<file path="config.mk">
export PLATFORM = sky130hd
export DESIGN_NAME = code_lock_ctrl
export DESIGN_NICKNAME = d
export VERILOG_FILES = /design/src/rtl/code_lock_ctrl_pkg.sv /design/src/rtl/code_lock_ctrl_btn_debounce.sv /design/src/rtl/code_lock_ctrl.sv
export SDC_FILE = /design/constraint.sdc
export NUM_CORES = 1
export LEC_CHECK = 0
export CORE_MARGIN = 2
export CORE_UTILIZATION = 45
export DETAILED_ROUTE_END_ITERATION = 6
export GPL_ROUTABILITY_DRIVEN = 0
export PLACE_DENSITY = 0.64
export SETUP_SLACK_MARGIN = 0.2
export SLEW_MARGIN = 20
export SYNTH_ARGS = -nofsm -noshare
export SYNTH_HDL_FRONTEND = slang
export SYNTH_SLANG_ARGS = --single-unit
</file>
<file path="constraint.sdc">
create_clock -name clk -period 2.3 [get_ports clk]
set_input_delay 0.46 -clock clk [delete_from_list [all_inputs] [get_ports clk]]
set_output_delay 0.46 -clock clk [all_outputs]
set_load 0.02 [all_outputs]
</file>
<file path="src/rtl/code_lock_ctrl_pkg.sv">
// Shared definitions for the 3-digit code lock: digit type, state encodings
// and a small digit helper.
package code_lock_ctrl_pkg;

    localparam int DIGIT_W = 2;
    localparam int CODE_W  = 3 * DIGIT_W;

    typedef logic [DIGIT_W-1:0] digit_t;

    localparam digit_t EMPTY_DIGIT = 2'd0;

    // Display order: d7 is the first digit entered, d5 the last.
    typedef struct packed {
        digit_t d7;
        digit_t d6;
        digit_t d5;
    } code_t;

    localparam logic [2:0] ST_IDLE  = 3'd0;
    localparam logic [2:0] ST_ENTRY = 3'd1;
    localparam logic [2:0] ST_CHECK = 3'd2;
    localparam logic [2:0] ST_PASS  = 3'd3;
    localparam logic [2:0] ST_FAIL  = 3'd4;
    localparam logic [2:0] ST_LOCK  = 3'd5;

    function automatic logic digit_is_empty(input digit_t d);
        return d == EMPTY_DIGIT;
    endfunction

endpackage

</file>
<file path="src/rtl/code_lock_ctrl_btn_debounce.sv">
// Button conditioner: 2-flop synchroniser, stable-level counter and a
// one-cycle pulse on each accepted rising edge.
module btn_debounce
    import code_lock_ctrl_pkg::*;
#(
    parameter int DEBOUNCE_CYCLES = 200000
) (
    input  logic clk,
    input  logic rst,
    input  logic btn,
    output logic pulse
);

    localparam int             CW     = $clog2(DEBOUNCE_CYCLES + 1);
    localparam logic [CW-1:0]  CNT_TC = CW'(DEBOUNCE_CYCLES - 1);

    logic          sync_meta;
    logic          sync_q;
    logic          stable;
    logic          stable_q;
    logic [CW-1:0] cnt;

    always_ff @(posedge clk or negedge rst) begin
        if (!rst) begin
            sync_meta <= 1'b0;
            sync_q    <= 1'b0;
            stable    <= 1'b0;
            stable_q  <= 1'b0;
            pulse     <= 1'b0;
            cnt       <= '0;
        end else begin
            sync_meta <= btn;
            sync_q    <= sync_meta;
            stable_q  <= stable;
            pulse     <= stable & ~stable_q;
            // Any sample agreeing with the accepted level restarts the count.
            if (sync_q != stable) begin
                if (cnt == CNT_TC) begin
                    stable <= sync_q;
                    cnt    <= '0;
                end else begin
                    cnt <= cnt + CW'(1);
                end
            end else begin
                cnt <= '0;
            end
        end
    end

endmodule

</file>
<file path="src/rtl/code_lock_ctrl.sv">
// 3-digit code lock entry/check controller feeding the display driver.
// Optional lockout after repeated failures: define CODE_LOCK_LOCKOUT_EN.
//
//   state    | meaning
//   ---------+-------------------------------------------------
//   ST_IDLE  | no digits held, waiting for first ENTER
//   ST_ENTRY | 1 or 2 digits captured
//   ST_CHECK | single cycle: compare code with PASSWORD
//   ST_PASS  | flag0 shown for RESULT_CYCLES or until CLEAR
//   ST_FAIL  | flagf shown for RESULT_CYCLES or until CLEAR
//   ST_LOCK  | lockout, flagf shown, inputs ignored (lockout build only)
module code_lock_ctrl
    import code_lock_ctrl_pkg::*;
#(
    parameter int               DEBOUNCE_CYCLES = 200000,
    parameter logic [CODE_W-1:0] PASSWORD       = 6'b011011,
    parameter int               RESULT_CYCLES   = 100000000,
    parameter int               MAX_FAIL        = 3,
    parameter int               LOCKOUT_CYCLES  = 500000000
) (
    input  logic         clk,
    input  logic         rst,
    input  logic [1:0]   sw,
    input  logic         btn_enter,
    input  logic         btn_clear,
    output logic [1:0]   num7,
    output logic [1:0]   num6,
    output logic [1:0]   num5,
    output logic         flag0,
    output logic         flagf
);

    localparam logic [31:0] RES_TC = 32'(RESULT_CYCLES - 1);

    logic        enter_pulse;
    logic        clear_pulse;
    digit_t      sw_meta;
    digit_t      sw_sync;
    logic [2:0]  state;
    code_t       code_q;
    logic [1:0]  slot;
    logic [31:0] timer;
    logic        timer_done;

    btn_debounce #(.DEBOUNCE_CYCLES(DEBOUNCE_CYCLES)) u_enter_db (
        .clk   (clk),
        .rst   (rst),
        .btn   (btn_enter),
        .pulse (enter_pulse)
    );

    btn_debounce #(.DEBOUNCE_CYCLES(DEBOUNCE_CYCLES)) u_clear_db (
        .clk   (clk),
        .rst   (rst),
        .btn   (btn_clear),
        .pulse (clear_pulse)
    );

    always_ff @(posedge clk or negedge rst) begin
        if (!rst) begin
            sw_meta <= EMPTY_DIGIT;
            sw_sync <= EMPTY_DIGIT;
        end else begin
            sw_meta <= sw;
            sw_sync <= sw_meta;
        end
    end

`ifdef CODE_LOCK_LOCKOUT_EN
    localparam int              FW       = $clog2(MAX_FAIL + 1);
    localparam logic [FW-1:0]   FAIL_MAX = FW'(MAX_FAIL);
    localparam logic [31:0]     LOCK_TC  = 32'(LOCKOUT_CYCLES - 1);

    logic [FW-1:0] fail_cnt;
    logic          lock_done;

    assign lock_done = (state == ST_LOCK) && (timer == LOCK_TC);

    always_ff @(posedge clk or negedge rst) begin
        if (!rst) begin
            fail_cnt <= '0;
        end else if (state == ST_CHECK) begin
            if (code_q == PASSWORD) begin
                fail_cnt <= '0;
            end else if (fail_cnt != FAIL_MAX) begin
                fail_cnt <= fail_cnt + FW'(1);
            end
        end else if (lock_done) begin
            fail_cnt <= '0;
        end
    end
`else
    logic unused_cfg;
    assign unused_cfg = (MAX_FAIL == 0) ^ (LOCKOUT_CYCLES == 0);
`endif

    assign timer_done = (timer == RES_TC);

    always_ff @(posedge clk or negedge rst) begin
        if (!rst) begin
            state  <= ST_IDLE;
            code_q <= '0;
            slot   <= 2'd0;
            timer  <= '0;
        end else begin
            case (state)
                ST_IDLE, ST_ENTRY: begin
                    // CLEAR has priority over a simultaneous ENTER.
                    if (clear_pulse) begin
                        code_q <= '0;
                        slot   <= 2'd0;
                        state  <= ST_IDLE;
                    end else if (enter_pulse && !digit_is_empty(sw_sync)) begin
                        case (slot)
                            2'd0: begin
                                code_q.d7 <= sw_sync;
                                slot      <= 2'd1;
                                state     <= ST_ENTRY;
                            end
                            2'd1: begin
                                code_q.d6 <= sw_sync;
                                slot      <= 2'd2;
                            end
                            default: begin
                                code_q.d5 <= sw_sync;
                                slot      <= 2'd0;
                                state     <= ST_CHECK;
                            end
                        endcase
                    end
                end
                ST_CHECK: begin
                    timer <= '0;
                    state <= (code_q == PASSWORD) ? ST_PASS : ST_FAIL;
                end
                ST_PASS: begin
                    if (clear_pulse || timer_done) begin
                        code_q <= '0;
                        state  <= ST_IDLE;
                    end else begin
                        timer <= timer + 32'd1;
                    end
                end
                ST_FAIL: begin
                    if (clear_pulse || timer_done) begin
                        code_q <= '0;
                        timer  <= '0;
`ifdef CODE_LOCK_LOCKOUT_EN
                        state  <= (fail_cnt == FAIL_MAX) ? ST_LOCK : ST_IDLE;
`else
                        state  <= ST_IDLE;
`endif
                    end else begin
                        timer <= timer + 32'd1;
                    end
                end
`ifdef CODE_LOCK_LOCKOUT_EN
                ST_LOCK: begin
                    if (lock_done) begin
                        state <= ST_IDLE;
                    end else begin
                        timer <= timer + 32'd1;
                    end
                end
`endif
                default: begin
                    state  <= ST_IDLE;
                    code_q <= '0;
                    slot   <= 2'd0;
                end
            endcase
        end
    end

    assign num7  = code_q.d7;
    assign num6  = code_q.d6;
    assign num5  = code_q.d5;
    assign flag0 = (state == ST_PASS);
    assign flagf = (state == ST_FAIL) || (state == ST_LOCK);

endmodule
</file>
==> run metrics, run 1 <==
status completed; initial antenna violation count 0; Layout Nets 500; filler cell count 916; Clock H-tree levels 3; LEAKAGE 2.30 nW; worst path required time 2.57 ns; Vert. Die Dim 105 µm; most area-hungry cell type in the Yosys netlist dfrtp_1; Tightest Pin Transition 0.601 ns; WP data arrival 2.31 ns; later-pin clock latency in the skew report 0.36 ns; Avg Cell Area, Syn 9.95 µm²; crit path cell chain nor4b_2, nand4_1, or3_2, nand3_1, xor2_1, nor2_1; Distinct cells, synth 50; crit start category register; Final HPWL DP 6.44 mm; skew final 0.00918 ns; CTS root buffer clkbuf_8; Mapped Nets 475; clock buffer count from CTS 9; first-pass GRT wire length 16.1 mm; via/cell ratio 5.35; initial drt markers 202; Worst Hold Class input pin to async pin; synth top area cells dfrtp_1, nor2_1, xor2_1; Core Util, Final 0.516; commonest non-fill, non-tap cell in the layout dfrtp_1; Seq cells post-synth 93; CP max stage delay 0.59 ns; Worst slew margin 0.599; Die X 105 µm; min cycle time layout 2.04 ns; # port buffers 13; IO Pins 14; total number of yosys warnings 0; DR vias 3379; die area 0.0111 mm²; asr flop ratio synth 1.00; residual DRC count 0; grt total ovfl 0; post-route clock period utilization 0.889; CTS Sinks 93; Worst Slack Setup Final 0.256 ns; vias in the first global route 3370; CP max FO 6; post-DR wirelength/cell 14.5 µm; RSZ-0062 raised after global routing yes; PwrDens 535 mW/mm²; CP endpoint kind register; Setup WS pre-CTS 0.144 ns; Syn Std Cell Area 0.00463 mm²; worst hold slack 0.101 ns; antenna viol nets, final 0; MaxCap Viol Count 0; number of buffers and inverters on the critical path 0; clock slew seen by the registers of the worst setup and hold paths 0.10 ns; clock buffer depth 2; commonest cells after routing, fill and taps aside dfrtp_1, nor2_1, nand3_1; critical path class register to register; Cells after Synth 465; layout cell share with drive strength beyond 1 0.129; crit-path leading delay family simple AND/OR/NAND/NOR gates; endpoints failing setup 0; Rows 37; top cell type's share of synthesized area 0.503; post-synthesis sequential area ratio 0.503; total track usage 0.181; slowest CP cell or3_2; Post-synth EDFFs 0; final WL 9.15 mm; placed cells 613; area growth from synthesis to layout 12.9%; VDD IR max 0.429 mV; n_diodes 0; initial core utilization 0.456; Post-Layout Cell Count 631; ys flop type dfrtp_1; Final Max Slew Viols 0; setup tns final 0 ns; Core Box Area 0.0101 mm²; fmax 0.489 GHz; largest net degree at the start of global routing 45; TritonCTS clock tree built; 1st-pass router iterations 5; endpoints failing hold 0
[worst paths after layout]
kind	start	end	slack [ns]	cells after the start
setup / recovery	timer[17]$_DFFE_PN0P_	timer[17]$_DFFE_PN0P_	0.26	6
max in group asynchronous	rst	timer[8]$_DFFE_PN0P_	1.65	2
hold reg to reg	u_enter_db.sync_meta$_DFF_PN0_	u_enter_db.sync_q$_DFF_PN0_	0.36	0
setup reg to reg	timer[17]$_DFFE_PN0P_	timer[17]$_DFFE_PN0P_	0.26	6
min in group clk	u_enter_db.sync_meta$_DFF_PN0_	u_enter_db.sync_q$_DFF_PN0_	0.36	0
hold / removal	rst	timer[13]$_DFFE_PN0P_	0.10	1
[power breakdown]
part           internal (mW)  switching, mW  total, mW
logic                 0.0256         0.0502     0.0758
registers               1.65         0.0140       1.66
clock network          0.422          0.635       1.06
[metal layers]
metal	vias to the layer above	wire length, µm	global-route usage
met3	13	299	0.0340
met2	49	4040	0.269
li1	1672	-	-
met5	-	0	0
met4	0	147	0.0695
met1	1645	4670	0.261
[Yosys cell counts (5+ instances only)]
master / count
nand2_1: 32
buf_2: 5
and4_1: 6
xor2_1: 29
xnor2_1: 27
nand4_1: 19
a22o_1: 6
or3_1: 6
nor3_1: 17
inv_1: 10
o21ai_0: 11
and3_1: 10
nor2_1: 80
dfrtp_1: 93
a21oi_1: 7
nor4_1: 6
nand3_1: 39
[final cells by class]
cell class | instances | area (µm²) | area share
clock inverters | 7 | 63.8 | 0.0122
flip-flops and latches | 93 | 2330 | 0.445
well taps | 136 | 170 | 0.0326
repair buffers | 28 | 288 | 0.0551
inverters | 10 | 37.5 | 0.00718
clock buffers | 9 | 124 | 0.0237
multi-input cells | 348 | 2220 | 0.424
[registers in the layout (all words and copies together), names as in the netlist, 2 cells and up]
register / count
num7: 2
sw_meta: 2
state: 3
slot: 2
num5: 2
u_enter_db.cnt: 18
u_clear_db.cnt: 18
sw_sync: 2
timer: 32
num6: 2
[logic make-up (layout without fill, tap and decap cells)]
family	count (synthesis)	after routing	synth area share
compound gates	42	42	0.0654
xor+xnor	56	56	0.106
fa+ha+maj	4	4	0.0108
buf+inv	25	54	0.0319
flops	93	93	0.503
mux	3	3	0.00730
simple gates	242	243	0.276
[stage by stage]
| stage | area (µm²) | total power, mW |
|---|---|---|
| 6_report | 5230 | 2.80 |
| 3_3_place_gp | 4970 | 1.77 |
| 3_5_place_dp | 4970 | 1.77 |
| 5_1_grt | 5230 | 2.92 |
| 4_1_cts | 5160 | 2.83 |
| 2_1_floorplan | 4630 | 1.72 |
[repair_timing]
action / CTS / global route
endpoints found under the setup margin: 18 / 75
endpoints found under the hold margin: 0 / 0
resized for setup: 4 / 13
setup buffers: 0 / 1
gates cloned: 0 / 1
pin swaps: 0 / 4
hold buffers: 0 / 0
No activity file was read; power rests on OpenSTA's default activity.
==> run 2: changes to the inputs <==
CTS_CLUSTER_SIZE = 8   (was default)
==> results of run 2 <==
Same layout as run 1: the final DEF is identical, and so are final timing and power.
